--- src/rtl/sbuf_rd_wr_ctrl_if.sv ---
// Bus bundle for the systolic-array buffer controller: host and result write
// ports, burst read control and stream, and the raw 1r1w buffer pins.
// slave = controller side, master = environment side (loaders, consumer, RAM).
interface sbuf_rd_wr_ctrl_if #(
  parameter int AW = 8,
  parameter int DW = 16,
  parameter int LW = 9
);
  logic          host_wvalid;
  logic          host_wready;
  logic [AW-1:0] host_wadr;
  logic [DW-1:0] host_wdata;
  logic          res_wvalid;
  logic          res_wready;
  logic [AW-1:0] res_wadr;
  logic [DW-1:0] res_wdata;
  logic          rd_start;
  logic [AW-1:0] rd_base;
  logic [LW-1:0] rd_len;
  logic          rd_busy;
  logic          rd_done;
  logic          out_valid;
  logic [DW-1:0] out_data;
  logic          out_ready;
  logic [AW-1:0] ram_radr;
  logic [DW-1:0] ram_rdata;
  logic [AW-1:0] ram_wadr;
  logic [DW-1:0] ram_wdata;
  logic          ram_wen;

  modport slave (
    input  host_wvalid, host_wadr, host_wdata,
    output host_wready,
    input  res_wvalid, res_wadr, res_wdata,
    output res_wready,
    input  rd_start, rd_base, rd_len, out_ready, ram_rdata,
    output rd_busy, rd_done, out_valid, out_data,
    output ram_radr, ram_wadr, ram_wdata, ram_wen
  );

  modport master (
    output host_wvalid, host_wadr, host_wdata,
    input  host_wready,
    output res_wvalid, res_wadr, res_wdata,
    input  res_wready,
    output rd_start, rd_base, rd_len, out_ready, ram_rdata,
    input  rd_busy, rd_done, out_valid, out_data,
    input  ram_radr, ram_wadr, ram_wdata, ram_wen
  );
endinterface

--- src/rtl/sbuf_rd_wr_ctrl.sv ---
// Read/write controller for one 256x16 1r1w systolic-array buffer.
// Write port: fixed-priority mux, result writeback wins over host loader.
// Read side: burst sequencer streaming rd_len words from rd_base (address
// wraps modulo depth) with out_valid, rd_busy and a one-cycle rd_done.
// Optional macro SBUF_CTRL_BP_EN adds out_ready backpressure; when it is
// undefined out_ready is ignored and one word streams per cycle.
//
// state  | meaning
// IDLE   | no burst, waiting for rd_start
// STREAM | issuing read addresses, one per accepted transfer
// LAST   | final word displayed, waiting for it to be taken
module sbuf_rd_wr_ctrl #(
  parameter int AW = 8,
  parameter int DW = 16,
  parameter int LW = 9
) (
  input logic             clk,
  input logic             rst,
  sbuf_rd_wr_ctrl_if.slave bus
);

  typedef enum logic [1:0] {IDLE, STREAM, LAST} state_t;

  localparam logic [AW-1:0] ADR_ONE = AW'(1);
  localparam logic [LW-1:0] CNT_ONE = LW'(1);

  state_t        state;
  logic [AW-1:0] rd_ptr;
  logic [LW-1:0] rd_cnt;
  logic          out_valid_q;
  logic          rd_done_q;
  logic          accept;
  logic          issue;

  assign bus.res_wready  = 1'b1;
  assign bus.host_wready = ~bus.res_wvalid;
  assign bus.ram_wen     = bus.res_wvalid | bus.host_wvalid;
  assign bus.ram_wadr    = bus.res_wvalid ? bus.res_wadr  : bus.host_wadr;
  assign bus.ram_wdata   = bus.res_wvalid ? bus.res_wdata : bus.host_wdata;

  assign bus.out_data  = bus.ram_rdata;
  assign bus.out_valid = out_valid_q;
  assign bus.rd_done   = rd_done_q;
  assign bus.rd_busy   = (state != IDLE);

`ifdef SBUF_CTRL_BP_EN
  logic [AW-1:0] last_adr;

  // A transfer moves when nothing is displayed or the consumer takes it.
  assign accept = ~out_valid_q | bus.out_ready;
  assign issue  = (state == STREAM) && accept;
  // While stalled, re-read the displayed word so out_data stays put.
  assign bus.ram_radr = issue ? rd_ptr : last_adr;

  // Remember the address of the word currently on out_data.
  always_ff @(posedge clk or posedge rst) begin
    if (rst)        last_adr <= '0;
    else if (issue) last_adr <= rd_ptr;
  end
`else
  logic unused_out_ready;

  assign unused_out_ready = bus.out_ready;
  assign accept = 1'b1;
  assign issue  = (state == STREAM);
  // rd_ptr has already advanced past the last issue outside STREAM.
  assign bus.ram_radr = (state == STREAM) ? rd_ptr : rd_ptr - ADR_ONE;
`endif

  // Burst sequencer: pointer/count, registered valid and done pulse.
  always_ff @(posedge clk or posedge rst) begin
    if (rst) begin
      state       <= IDLE;
      rd_ptr      <= '0;
      rd_cnt      <= '0;
      out_valid_q <= 1'b0;
      rd_done_q   <= 1'b0;
    end else begin
      rd_done_q <= 1'b0;
      case (state)
        IDLE: begin
          if (bus.rd_start) begin
            if (bus.rd_len == '0) begin
              rd_done_q <= 1'b1;
            end else begin
              rd_ptr <= bus.rd_base;
              rd_cnt <= bus.rd_len;
              state  <= STREAM;
            end
          end
        end
        STREAM: begin
          if (issue) begin
            rd_ptr      <= rd_ptr + ADR_ONE;
            rd_cnt      <= rd_cnt - CNT_ONE;
            out_valid_q <= 1'b1;
            if (rd_cnt == CNT_ONE) state <= LAST;
          end
        end
        LAST: begin
          if (accept) begin
            state       <= IDLE;
            out_valid_q <= 1'b0;
            rd_done_q   <= 1'b1;
          end
        end
        default: state <= IDLE;
      endcase
    end
  end

endmodule
--- src/flat_wrapper.sv ---
// flat-port wrapper written by rule: the top's interface ports become plain ports
module sbuf_rd_wr_ctrl_flat 
#(
  parameter int AW = 8,
  parameter int DW = 16,
  parameter int LW = 9
)
  (clk, rst, bus_host_wvalid, bus_host_wadr, bus_host_wdata, bus_host_wready, bus_res_wvalid, bus_res_wadr, bus_res_wdata, bus_res_wready, bus_rd_start, bus_rd_base, bus_rd_len, bus_out_ready, bus_ram_rdata, bus_rd_busy, bus_rd_done, bus_out_valid, bus_out_data, bus_ram_radr, bus_ram_wadr, bus_ram_wdata, bus_ram_wen);
  sbuf_rd_wr_ctrl_if #(.AW(AW), .DW(DW), .LW(LW)) bus_i ();
  input logic clk;
  input logic rst;
  input wire logic [$bits(bus_i.host_wvalid)-1:0] bus_host_wvalid;
  input wire logic [$bits(bus_i.host_wadr)-1:0] bus_host_wadr;
  input wire logic [$bits(bus_i.host_wdata)-1:0] bus_host_wdata;
  output wire logic [$bits(bus_i.host_wready)-1:0] bus_host_wready;
  input wire logic [$bits(bus_i.res_wvalid)-1:0] bus_res_wvalid;
  input wire logic [$bits(bus_i.res_wadr)-1:0] bus_res_wadr;
  input wire logic [$bits(bus_i.res_wdata)-1:0] bus_res_wdata;
  output wire logic [$bits(bus_i.res_wready)-1:0] bus_res_wready;
  input wire logic [$bits(bus_i.rd_start)-1:0] bus_rd_start;
  input wire logic [$bits(bus_i.rd_base)-1:0] bus_rd_base;
  input wire logic [$bits(bus_i.rd_len)-1:0] bus_rd_len;
  input wire logic [$bits(bus_i.out_ready)-1:0] bus_out_ready;
  input wire logic [$bits(bus_i.ram_rdata)-1:0] bus_ram_rdata;
  output wire logic [$bits(bus_i.rd_busy)-1:0] bus_rd_busy;
  output wire logic [$bits(bus_i.rd_done)-1:0] bus_rd_done;
  output wire logic [$bits(bus_i.out_valid)-1:0] bus_out_valid;
  output wire logic [$bits(bus_i.out_data)-1:0] bus_out_data;
  output wire logic [$bits(bus_i.ram_radr)-1:0] bus_ram_radr;
  output wire logic [$bits(bus_i.ram_wadr)-1:0] bus_ram_wadr;
  output wire logic [$bits(bus_i.ram_wdata)-1:0] bus_ram_wdata;
  output wire logic [$bits(bus_i.ram_wen)-1:0] bus_ram_wen;
  assign bus_i.host_wvalid = bus_host_wvalid;
  assign bus_i.host_wadr = bus_host_wadr;
  assign bus_i.host_wdata = bus_host_wdata;
  assign bus_host_wready = bus_i.host_wready;
  assign bus_i.res_wvalid = bus_res_wvalid;
  assign bus_i.res_wadr = bus_res_wadr;
  assign bus_i.res_wdata = bus_res_wdata;
  assign bus_res_wready = bus_i.res_wready;
  assign bus_i.rd_start = bus_rd_start;
  assign bus_i.rd_base = bus_rd_base;
  assign bus_i.rd_len = bus_rd_len;
  assign bus_i.out_ready = bus_out_ready;
  assign bus_i.ram_rdata = bus_ram_rdata;
  assign bus_rd_busy = bus_i.rd_busy;
  assign bus_rd_done = bus_i.rd_done;
  assign bus_out_valid = bus_i.out_valid;
  assign bus_out_data = bus_i.out_data;
  assign bus_ram_radr = bus_i.ram_radr;
  assign bus_ram_wadr = bus_i.ram_wadr;
  assign bus_ram_wdata = bus_i.ram_wdata;
  assign bus_ram_wen = bus_i.ram_wen;
  sbuf_rd_wr_ctrl #(.AW(AW), .DW(DW), .LW(LW)) u_core (.clk(clk), .rst(rst), .bus(bus_i));
endmodule
--- config.mk ---
export PLATFORM = sky130hd
export DESIGN_NAME = sbuf_rd_wr_ctrl_flat
export DESIGN_NICKNAME = d
export VERILOG_FILES = /design/src/rtl/sbuf_rd_wr_ctrl_if.sv /design/src/rtl/sbuf_rd_wr_ctrl.sv /design/src/flat_wrapper.sv
export SDC_FILE = /design/constraint.sdc
export NUM_CORES = 1
export LEC_CHECK = 0
export BUFFER_PORTS_ARGS = -buffer_cell sky130_fd_sc_hd__buf_2
export CAP_MARGIN = 40
export CORE_MARGIN = 2
export CORE_UTILIZATION = 45
export DETAILED_ROUTE_END_ITERATION = 12
export GPL_TIMING_DRIVEN = 0
export PLACE_DENSITY = 0.9
export SLEW_MARGIN = 20
export SYNTH_ARGS = -nofsm -noshare
export SYNTH_HDL_FRONTEND = slang
export SYNTH_SLANG_ARGS = --single-unit
--- constraint.sdc ---
create_clock -name clk -period 3.4 [get_ports clk]
set_clock_uncertainty 0.15 [all_clocks]
set_input_delay 0.51 -clock clk [delete_from_list [all_inputs] [get_ports clk]]
set_output_delay 0.51 -clock clk [all_outputs]
set_load 0.02 [all_outputs]
### Yosys cells after proc, flatten, opt, wreduce, memory -nomap -nowiden

Index checks and enable logic that the tools add are counted.

* register bits: 21
* bits of input ports: 87
* output and inout port bits: 54
* logic and storage cells: 40

* $add $sub $neg: 3
* equality and inequality tests: 6
* mux-type cells: 17
* bitwise logic cells: 2
* reductions and logical operators: 7

Operator list (number)
* 8-bit 2-to-1 mux: 4
* 9-bit 2-to-1 mux: 2
* 9-bit case mux with 2 select lines: 1
* 16-bit 2-to-1 mux: 1
* 8-bit case mux with 2 select lines: 1
* 9-bit by 1-bit == test with 1-bit output, second input constant: 1
* 9-bit zero test: 1
* 9-bit by 1-bit subtractor with 9-bit output, second input constant: 1
* 8-bit by 1-bit adder with 8-bit output, second input constant: 1
* 8-bit by 1-bit subtractor with 8-bit output, second input constant: 1
* 2-bit 2-to-1 mux: 3
* 2-bit inequality test, second input constant: 3
* 3-bit AND reduction: 2
* 2-bit nonzero test: 3
* 1-bit case mux with 2 select lines: 2
* 2-bit case mux with 2 select lines: 1
* 2-bit by 1-bit == test with 1-bit output, second input constant: 1
* 2-bit == test, second input constant: 1
* 2-bit zero test: 1
* 1-bit 2-to-1 mux: 2
* 1-bit inverter: 1
* 1-bit OR: 1

### Longest topological paths before layout

* depth after elaboration: 4
* mapped depth: 8
* gate-level depth less buffers: 6

### Least setup slack after synthesis

No wires, ideal clock.

* path type: register to output
* start: reg u_core.state[1]
* end: out bus_ram_radr[7]
* arrival time: 1.719 ns
* data required time: 2.740 ns
* path slack: 1.021 ns
* stages on the path, launching flop included: 8
* cells stage by stage: dfrtp_1 -> inv_1 -> ha_1 -> buf_2 -> nor4_2 -> nand2_1 -> nor3_1 -> xor2_1

* longest elaborated chain between the ends: 2

RTL lines
* start: declaration: line sbuf_rd_wr_ctrl.sv:27 `state_t state;`
* start signal: assignment: line sbuf_rd_wr_ctrl.sv:73 `state <= IDLE;`
* start signal: assignment: line sbuf_rd_wr_ctrl.sv:88 `state <= STREAM;`
* start signal: assignment: line sbuf_rd_wr_ctrl.sv:97 `if (rd_cnt == CNT_ONE) state <= LAST;`
* 2-bit by 1-bit == test with 1-bit output: line sbuf_rd_wr_ctrl.sv:67 `assign bus.ram_radr = (state == STREAM) ? rd_ptr : rd_ptr - ADR_ONE;`
* 8-bit 2-to-1 mux: line sbuf_rd_wr_ctrl.sv:67
* end: declaration: line flat_wrapper.sv:29 `output wire logic [$bits(bus_i.ram_radr)-1:0] bus_ram_radr;`

Every way passes these cells.

### Final worst setup path

Same ends and word-level chain as after synthesis.

==> impl_metrics.yaml <==
timing:
  worst-slew-pin-transition_ns: 0.643
  timing.hold.ws_ns: 0.349
  max_freq_mhz: 353
  period_needed_ns: 2.83
  final-hold-violation-count: 0
  slew_headroom: 0.572
  rsz0062_at_grt: "no"
  drv_slew: 0
  post-route-period-util: 0.832
  setup_viol: 0
  fin_tns_setup_ns: 0
clocking:
  ctsResizeCount: 0
  numCtsBuffers: 3
  cts_tree: "done"
  clock-sinks: 21
  path_clk_slew_ns: 0.08
  cts_max_path_buffers: 2
  cts-root-buf: "clkbuf_8"
  cts_htree_levels: 1
  clock_latency_ns: 0.27
global_routing:
  grt_pass1_wl_um: 9550
  grt_max_degree: 19
  overflow: 0
  antenna_found_initial: 0
  grtUsageTotal: 0.229
  grt_pass1_vias: 2195
worst_setup_path:
  r2r_cells: 8
  crit_top_cell: "buf_2"
  crit_buf_inv: 3
  crit_chain: "inv_1 -> ha_1 -> buf_2 -> nor4_2 -> nand2_1 -> nor3_1 -> xor2_1 -> buf_2"
  slowest_stage: "dfrtp_1"
  critical_path_arrival_ns: 2.17
  crit_required_ns: 2.74
  critPathTopFamily: "simple AND/OR/NAND/NOR gates"
  crit_fanout: 8
  end_kind: "output pin"
  path_depth: 8
  worstSetupPathType: "flip-flop to output pin"
  max_stage_delay_ns: 0.38
  startpoint_type: "flip-flop"
pwr:
  power_leakage_nw: 1.42
  ir_worst_vdd_mv: 0.321
  power_density_mw_per_mm2: 698
die:
  die_w_um: 71.5
  std_cell_rows: 24
  die_y_um: 71.5
  die_area_sq_mm: 0.00512
  core-area_sq_mm: 0.00438
  io_pins: 141
  initial_core_util: 0.468
route:
  dr.pass1.iters: 4
  postRouteAntennaNets: 0
  post-route-drc-count: 0
  vias_per_cell: 5.46
  vias: 2215
  wl_per_cell_um: 14.9
  routed_wl_um: 6030
  drt_iter0_drc: 160
yosys:
  synth_top_cell_by_area: "dfrtp_1"
  synth_edf_count: 0
  async_reset_ff_frac: 1.00
  yosysWarnings: 0
  synth_flop_cell: "dfrtp_1"
  synth_top_cell_area_share: 0.256
  yosys-top-cells-area: "dfrtp_1, mux2_2, buf_4, ha_1, mux2i_1"
  ys_types: 52
  synth_area_sq_mm: 0.00205
  synthCells: 227
  synth.avg_cell_area_sq_um: 9.05
  syn_nets: 322
  yosysMostFrequentCell: "mux2_2"
  ys_ff_latch: 21
  yosys-top-cells-count: "mux2_2, dfrtp_1, buf_4, inv_1, nand2_1"
  seq_area_frac_synth: 0.256
place:
  gp_congestion: 0.898
  port_buffers: 121
  dp.cells: 401
  hpwl_um: 4840
  place_area_sq_mm: 0.00274
finish:
  antenna_cells: 0
  instances_no_fill: 406
  fillers: 365
  drive_gt1_frac: 0.548
  stdcell_area_sq_mm: 0.00280
  fin_nets: 450
  area.growth.synth_to_final_pct: 36.1
hold_path:
  holdPathStages: 3
  hp-class: "input port to flip-flop"
run:
  cap_violations: 0
status:
  outcome: "finished clean"
==> layout make-up <==
class / count / area [sq um] / share of cell area
buffer: 34 / 221 / 0.0792
clock buffer: 3 / 41.3 / 0.0148
clock inverter: 1 / 5.00 / 0.00179
inverter: 15 / 56.3 / 0.0201
multi-input combinational: 157 / 1250 / 0.447
sequential: 21 / 526 / 0.188
tap: 52 / 65.1 / 0.0233
timing repair buffer: 123 / 631 / 0.226
==> worst min-delay path, cell delays in order <==
cell and delay [ns]:
buf_2 0.07, nand3b_1 0.06, nand3_1 0.09
==> registers in the layout (all words and copies together), names as in the netlist <==
name                  count
u_core.bus.rd_done        1
u_core.state              2
u_core.bus.out_valid      1
u_core.rd_cnt             9
u_core.rd_ptr             8
==> timing repair <==
action | in CTS | in global routing
hold buffers | 1 | 0
hold endpoints to repair | 3 | 0
setup buffers | 0 | 0
==> logic make-up after synthesis <==
kind of cell	after synthesis	synth area share
AND/OR/NAND/NOR	59	0.172
buffers and inverters	49	0.135
AO/OA/AOI/OAI	47	0.168
multiplexers	35	0.188
flip-flops	21	0.256
adder cells (fa/ha/maj)	8	0.0488
XOR/XNOR	7	0.0299
other	1	0.00183
==> metrics by stage <==
step / utilization / power (mW) / setup slack, ns
3_5_place_dp: 0.625 / 1.76 / 0.912
3_3_place_gp: 0.621 / 1.71 / 0.988
4_1_cts: 0.638 / 1.94 / 0.603
6_report: 0.638 / 1.95 / 0.571
5_1_grt: 0.638 / 2.09 / 0.499
2_1_floorplan: - / 1.42 / 1.02
==> cells in the final DEF, fill, tap and decap left out, types with 2 or more instances in the layout <==
cell type / netlist / routed
nand3_1: 8 / 8
nor2_1: 6 / 6
clkbuf_1: 4 / 4
a31oi_1: 3 / 3
o211ai_1: 3 / 3
nand4_1: 3 / 3
xor2_1: 3 / 3
o21ai_1: 5 / 5
o32ai_1: 3 / 3
or2_2: 4 / 4
buf_1: 2 / 2
buf_8: 1 / 2
dfrtp_1: 21 / 21
a2bb2oi_1: 2 / 2
mux2_2: 25 / 25
xnor2_1: 4 / 4
nor3_1: 7 / 7
nand2b_1: 2 / 2
nand2_1: 13 / 13
ha_1: 8 / 8
buf_2: 9 / 130
a21oi_1: 12 / 12
nor2b_1: 2 / 2
and3_1: 3 / 3
inv_1: 15 / 15
nor4b_1: 3 / 3
o22ai_1: 4 / 4
mux2i_1: 9 / 9
clkbuf_8: 0 / 3
buf_4: 17 / 17
nor4_2: 3 / 3
a211oi_2: 2 / 2
==> layer usage <==
layer / GRT usage / up-vias / wire (um)
li1: - / 1051 / -
met1: 0.284 / 1028 / 2280
met2: 0.415 / 125 / 3060
met3: 0.0281 / 11 / 597
met4: 0.0692 / 0 / 100
met5: 0 / - / 0
==> final timing paths <==
kind                                      startpoint                   end  slack (ns)
worst max register to register       u_core.state[1]      u_core.rd_ptr[7]        1.23
worst max-delay path                 u_core.state[1]       bus_ram_radr[7]        0.57
max in group asynchronous                        rst      u_core.rd_cnt[8]        2.19
worst min register to register  u_core.bus.out_valid  u_core.bus.out_valid        0.37
worst min-delay path                  bus_rd_base[7]      u_core.rd_ptr[7]        0.35
min in group asynchronous                        rst      u_core.rd_ptr[5]        0.53
==> where the power goes <==
| group | total (mW) | internal (mW) | switching, mW | leakage [nW] |
|---|---|---|---|---|
| combinational | 1.29 | 0.540 | 0.748 | 1.15 |
| sequential | 0.491 | 0.361 | 0.130 | 0.245 |
| clock | 0.171 | 0.0819 | 0.0889 | 0.0255 |
| total | 1.95 | 0.983 | 0.967 | 1.42 |
No activity file was read; power rests on OpenSTA's default activity.
